## config.mk

```make
export PLATFORM = sky130hd
export DESIGN_NAME = vpi_value_change_monitor
export DESIGN_NICKNAME = d
export VERILOG_FILES = /design/src/rtl/vpi_value_change_monitor.sv
export SDC_FILE = /design/constraint.sdc
export NUM_CORES = 2
export LEC_CHECK = 0
export CAP_MARGIN = 15
export CORE_ASPECT_RATIO = 1.2
export CORE_MARGIN = 5
export CORE_UTILIZATION = 40
export DETAILED_ROUTE_END_ITERATION = 7
export PLACE_DENSITY = 0.64
export REMOVE_ABC_BUFFERS = 1
export SYNTH_ARGS = -nofsm -noshare
export SYNTH_HDL_FRONTEND = slang
export SYNTH_SLANG_ARGS = --single-unit
```

## constraint.sdc

```tcl
create_clock -name clk -period 13 [get_ports clk]
set_input_delay 2.6 -clock clk [delete_from_list [all_inputs] [get_ports clk]]
set_output_delay 2.6 -clock clk [all_outputs]
set_load 0.005 [all_outputs]
```

## src/rtl/vpi_value_change_monitor.sv

```systemverilog
// Multi-channel value-change monitor: timestamps per-channel changes, coalesces
// repeats while pending, and queues events in a first-word-fall-through FIFO.
module vpi_value_change_monitor #(
  parameter int unsigned NUM_CHANNELS = 4,
  parameter int unsigned DATA_WIDTH   = 32,
  parameter int unsigned DEPTH        = 16,
  parameter int unsigned TIME_WIDTH   = 32,
  parameter int unsigned CNT_WIDTH    = 16,
  localparam int unsigned CH_W        = (NUM_CHANNELS > 1) ? $clog2(NUM_CHANNELS) : 1,
  localparam int unsigned LVL_W       = $clog2(DEPTH + 1)
) (
  input  logic                               clk,
  input  logic                               rst_n,
  input  logic [NUM_CHANNELS-1:0]            enable,
  input  logic [NUM_CHANNELS*DATA_WIDTH-1:0] sig_in,
  output logic                               evt_valid,
  input  logic                               evt_ready,
  output logic [CH_W-1:0]                    evt_channel,
  output logic [DATA_WIDTH-1:0]              evt_value,
  output logic [TIME_WIDTH-1:0]              evt_time,
  output logic [LVL_W-1:0]                   fifo_level,
  output logic [CNT_WIDTH-1:0]               drop_count,
  input  logic                               clear_drops
);

  localparam int unsigned PTR_W = $clog2(DEPTH);
  localparam int unsigned SUM_W = CNT_WIDTH + 6;

  logic [TIME_WIDTH-1:0]   r_time;
  logic [NUM_CHANNELS-1:0] r_primed;
  logic [NUM_CHANNELS-1:0] r_pending;
  logic [DATA_WIDTH-1:0]   r_prev  [NUM_CHANNELS];
  logic [DATA_WIDTH-1:0]   r_pval  [NUM_CHANNELS];
  logic [TIME_WIDTH-1:0]   r_ptime [NUM_CHANNELS];

  logic [CH_W-1:0]         r_mem_ch   [DEPTH];
  logic [DATA_WIDTH-1:0]   r_mem_val  [DEPTH];
  logic [TIME_WIDTH-1:0]   r_mem_time [DEPTH];
  logic [PTR_W-1:0]        r_wr_ptr;
  logic [PTR_W-1:0]        r_rd_ptr;
  logic [LVL_W-1:0]        r_count;
  logic                    r_full;
  logic [CNT_WIDTH-1:0]    r_drops;

  logic [DATA_WIDTH-1:0]   w_sig [NUM_CHANNELS];
  logic [NUM_CHANNELS-1:0] w_change;
  logic [NUM_CHANNELS-1:0] w_take;
  logic [NUM_CHANNELS-1:0] w_coal;
  logic                    w_found;
  logic                    w_push;
  logic                    w_pop;
  logic [CH_W-1:0]         w_push_ch;
  logic [LVL_W-1:0]        w_count_next;
  logic [SUM_W-1:0]        w_drop_inc;
  logic [SUM_W-1:0]        w_drop_sum;
  logic [CNT_WIDTH-1:0]    w_drop_next;

  // Change detection and lowest-index arbitration over pending channels
  always_comb begin
    w_found   = 1'b0;
    w_push_ch = '0;
    w_take    = '0;
    for (int i = 0; i < NUM_CHANNELS; i++) begin
      w_sig[i]    = sig_in[i*DATA_WIDTH +: DATA_WIDTH];
      w_change[i] = enable[i] && r_primed[i] && (w_sig[i] != r_prev[i]);
      if (!w_found && r_pending[i] && enable[i] && !r_full) begin
        w_found   = 1'b1;
        w_push_ch = CH_W'(i);
        w_take[i] = 1'b1;
      end
    end
    w_push = w_found;
    w_coal = w_change & r_pending & ~w_take;
  end

  // Saturating drop accumulation; several channels may coalesce in one cycle
  always_comb begin
    w_drop_inc = '0;
    for (int i = 0; i < NUM_CHANNELS; i++) begin
      w_drop_inc = w_drop_inc + SUM_W'(w_coal[i]);
    end
    w_drop_sum = SUM_W'(r_drops) + w_drop_inc;
    if (w_drop_sum > SUM_W'({CNT_WIDTH{1'b1}})) begin
      w_drop_next = '1;
    end else begin
      w_drop_next = w_drop_sum[CNT_WIDTH-1:0];
    end
  end

  always_comb begin
    w_pop        = (r_count != '0) && evt_ready;
    w_count_next = r_count;
    case ({w_push, w_pop})
      2'b10:   w_count_next = r_count + LVL_W'(1);
      2'b01:   w_count_next = r_count - LVL_W'(1);
      default: w_count_next = r_count;
    endcase
  end

  always_ff @(posedge clk) begin
    if (!rst_n) begin
      r_time    <= '0;
      r_primed  <= '0;
      r_pending <= '0;
      for (int i = 0; i < NUM_CHANNELS; i++) begin
        r_prev[i]  <= '0;
        r_pval[i]  <= '0;
        r_ptime[i] <= '0;
      end
    end else begin
      r_time <= r_time + TIME_WIDTH'(1);
      for (int i = 0; i < NUM_CHANNELS; i++) begin
        if (!enable[i]) begin
          r_primed[i]  <= 1'b0;
          r_pending[i] <= 1'b0;
        end else if (!r_primed[i]) begin
          r_prev[i]   <= w_sig[i];
          r_primed[i] <= 1'b1;
        end else if (w_change[i]) begin
          // Fresh capture or coalesce: newest value and time always win
          r_prev[i]    <= w_sig[i];
          r_pval[i]    <= w_sig[i];
          r_ptime[i]   <= r_time;
          r_pending[i] <= 1'b1;
        end else if (w_take[i]) begin
          r_pending[i] <= 1'b0;
        end
      end
    end
  end

  always_ff @(posedge clk) begin
    if (!rst_n) begin
      r_wr_ptr <= '0;
      r_rd_ptr <= '0;
      r_count  <= '0;
      r_full   <= 1'b0;
      r_drops  <= '0;
    end else begin
      if (w_push) r_wr_ptr <= r_wr_ptr + PTR_W'(1);
      if (w_pop)  r_rd_ptr <= r_rd_ptr + PTR_W'(1);
      r_count <= w_count_next;
      r_full  <= (w_count_next == LVL_W'(DEPTH));
      r_drops <= clear_drops ? '0 : w_drop_next;
    end
  end

  always_ff @(posedge clk) begin
    if (w_push) begin
      r_mem_ch[r_wr_ptr]   <= w_push_ch;
      r_mem_val[r_wr_ptr]  <= r_pval[w_push_ch];
      r_mem_time[r_wr_ptr] <= r_ptime[w_push_ch];
    end
  end

  assign evt_valid   = (r_count != '0);
  assign evt_channel = evt_valid ? r_mem_ch[r_rd_ptr]   : '0;
  assign evt_value   = evt_valid ? r_mem_val[r_rd_ptr]  : '0;
  assign evt_time    = evt_valid ? r_mem_time[r_rd_ptr] : '0;
  assign fifo_level  = r_count;
  assign drop_count  = r_drops;

endmodule

```

==> results.txt <==
* Power Total: 12.0 mW
- Once layout is complete, the utilization of the core stands at 0.465.
- Using the TritonRoute via totals, the vias-per-cell ratio works out to roughly 5.5.
- Post-cts resize count: 0
* Total instance count after detailed placement: 5470
- Yosys attributes the largest share of cell area to edfxtp_1 71%, mux4_2 12%, and2_1 3.3%.
* Hold path startpoint: drop_count[12]
- In this run, synthesis produced a sequential element count of around 1.5k.
* Final hold violation count: 0
- Ratio of cells with drive above 1 in the final layout: 0.186
* Most frequent cells after synthesis: 1440 x edfxtp_1, 330 x mux4_2, 324 x and2_1
* Critical path required time: approximately 10 ns
- Floorplan die area: approximately 160000 sq um
- STA classifies the critical path startpoint as a flip-flop.
- The HPWL after detailed placement is 90800 microns.
- The worst register-to-register path begins at r_prev[0][21].
* Aggregate global routing overflow: 0
- For the worst-skew pair, the clock arrives at the later sink with an insertion delay of approximately 0.77 ns.
- Summed over all instances, the cell type with the most area after synthesis is edfxtp_1.
- IR analysis of the VDD net gives a maximum drop of approximately 0.14 mV.
- Max stage delay cell, worst path: buf_4
* Max-cap violation count: 0
* Post-CTS Setup Bufs: 0
* Violation count after the first detailed-routing iteration: ~2.9k
- Detail-routed net length per standard cell: around 27 microns
* Ys Warns: 0
- Clk_skew: about 0.027 ns
- The placed instances occupy a cell area of ~66000 sq um.
* Vias after detailed routing: between 30k and 40k
* Top cell type's share of synthesized area: 0.708
- For this run, the slowest stage of the critical path takes slightly below 0.8 ns.
- The finished cells cover 70700 sq um.
* Total negative slack for setup checks: 0 ns
* R2R cell count: 13
* Final setup vio count: 0
* Clk Tree Root Cell: clkbuf_16
- Vias in the first global route: around 33k
- Clock slew seen by the registers of the worst setup and hold paths: roughly 0.060 ns
- Cell-by-cell listing of the critical path: buf_4, buf_4, mux4_2, mux4_2, and2_1, clkdlybuf4s50_1
* Weighted congestion at the end of routability-driven global placement: ~0.84
- Number of remaining DRC errors: 0
* Final antenna-violating net count: 0
- Power spread over the standard cell area amounts to approximately 170 nW/um^2.
- Setup repair after global routing left no endpoint under its margin.
* Worst path bufs/invs: 3
- Pin count of the biggest net entering global routing: around 130
- The initial utilization of the core area, before any placement, comes to 0.401.
- Avg Inst Size Synth: about 18 sq um
- Post-Synthesis Cell Area: 61100 sq um
* Placeable Area: 152000 sq um
* Layout area overhead: 15.7%
- Number of H-tree branching levels: 4
- The first global-routing pass estimated between 200000 and 250000 microns of wire.
- Number of pins exceeding their max-slew limit in the final report: 0
- The finished layout holds just under 6k standard cells, fillers aside.
- Number of clock sinks seen by CTS: about 1.5k
- Timing analysis after detailed placement gives a worst setup slack of between 5 and 6 ns.
- Summed over all layers, the routed wires come to 153000 microns.
- Die Width: 367 microns
* Post-layout net count: between 3k and 4k
- After synthesis, the share of flip-flops with an asynchronous set or reset is 0.
- Hold-critical path endpoint: drop_count[12]
- Setup slack on the worst flop-to-flop path: ~8.3 ns
- Total of hold buffers inserted after clock tree synthesis: 0
* Leakage power: 22.9 nW
- Static timing analysis puts the maximum clock frequency at around 140 MHz.
* Dominant delay contributor by cell family on the critical path: buffers and inverters
- Num ports: approximately 220
- The worst hold path passes through 2 cells.
* Dominant cell by count in the synthesized netlist: edfxtp_1
* EDFF count, synth: 1440
- Clock tree synthesis inserted a total of around 150 buffers.
- No sink is reached through more buffers than the 3 on the longest clock path.
* Flip-flop cell with the highest count after synthesis: edfxtp_1
- Seq/Total Area, Yosys: 0.732
- Input and output buffers added on the ports amount to 223.
- Counting distinct cell types in the post-synthesis netlist gives 57.
- Critical path depth: 6
- Synthesized instance count: ~3.4k
* Detailed-router iteration count before antenna repair: 5
- Of all nets on the critical path, the largest fanout is 55.
* Die Ht: around 440 microns
- Counting I/O delays and the setup requirement, the final critical path takes 7.29 ns.
- In this run the tightest slew margin relative to its limit is 0.0776.
- Hold Slack: between 0.5 and 0.6 ns
* Placement Rows: ~160
* Result of the run: completed
- The worst setup path is captured at an output pin.
- The number of antenna violations at the first check in global routing was slightly above 50.
* Critical path start-end classification: reg2out
- TritonCTS built the clock tree.
- At the pin with the least slew margin, the transition time is 1.38 ns.
- The min-delay analysis places its worst path in the category reg2reg.
- PnR worst setup slack: between 5 and 6 ns
- Data on the critical path arrives at its endpoint at around 4.7 ns.
- In the global route stage, overall resource usage came out at 0.189.
- In the finished design, the share of the clock period the worst path needs comes to 0.561.
* Capture point of the worst reg-to-reg path: drop_count[1]
[flip-flops by register name, indices dropped and copies added (netlist names), named ones only]
register and count:
r_prev 128, r_pending 4, r_mem_time 512, fifo_level 5
r_ptime 128, drop_count 16, r_pval 128, r_primed 4
r_wr_ptr 4, r_mem_val 512, r_time 32, r_rd_ptr 4
r_full 1, r_mem_ch 32
[tightest hold or removal path, delay by kind of cell (launching register included)]
kind                   cells  cell delay (ns)
buffers and inverters      1             0.09
DFF                        1             0.31
AOI/OAI and AO/OA          1             0.07
[cells in the final DEF (no fill, tap or decap), types with 5 or more instances in the layout]
cell and instances:
nand3_1 23, nor3_1 10, ha_1 11, mux4_2 330
buf_4 108, nand4_1 28, buf_12 5, o22ai_1 64
o21ai_0 9, and2_1 324, clkinv_2 28, inv_1 17
nor2_1 49, a32oi_1 64, diode_2 25, clkdlybuf4s50_1 223
clkinv_1 32, inv_6 6, edfxtp_1 1440, bufinv_16 12
a21oi_1 123, and3_1 39, xor2_1 94, or3_1 7
nor3_2 6, nor2_4 12, nand2_1 266, clkbuf_16 150
nor4_1 19, dfxtp_1 70, xnor2_1 74, clkbuf_1 30
[routing by layer]
metal	track usage	vias up	part of all wire
met3	0.0459	232	0.069
met1	0.241	16800	0.39
met2	0.327	1100	0.51
met4	0.0493	26	0.025
met5	0	-	0.0012
li1	-	13900	-
[area by class of cell]
class | count | area (sq um)
tap | 1987 | 2490
clock buffer | 183 | 3890
clock inverter | 84 | 787
sequential | 1514 | 44700
antenna | 25 | 62.6
fill | 12700 | 81500
inverter | 19 | 73.8
timing repair buffer | 336 | 3140
multi-input combinational | 1620 | 15500
[cells by family after synthesis]
| group | share of synthesized area |
|---|---|
| AND/OR/NAND/NOR | 0.0703 |
| XOR/XNOR | 0.0241 |
| multiplexers | 0.122 |
| buffers and inverters | 0.0177 |
| AO/OA/AOI/OAI | 0.0306 |
| adder cells (fa/ha/maj) | 0.00356 |
| flip-flops | 0.732 |
[worst max-delay path by stage]
stage / startpoint / end / slack, ns
floorplan: flip-flop / evt_channel[0] / -1.66
global placement: sig_in[21] / drop_count[0] / 5.56
detailed placement: sig_in[21] / drop_count[1] / 5.57
CTS: flip-flop / evt_value[15] / 5.65
global route: flip-flop / evt_value[15] / 5.54
finish: flip-flop / evt_value[15] / 5.71
[power breakdown]
| group | internal [mW] | switching (mW) | total, mW | leakage [nW] |
|---|---|---|---|---|
| clock | 2.37 | 1.80 | 4.18 | 2.30 |
| combinational | 1.14 | 1.04 | 2.18 | 6.23 |
| sequential | 5.52 | 0.0898 | 5.61 | 14.3 |
(Power assumes the default switching activity.)
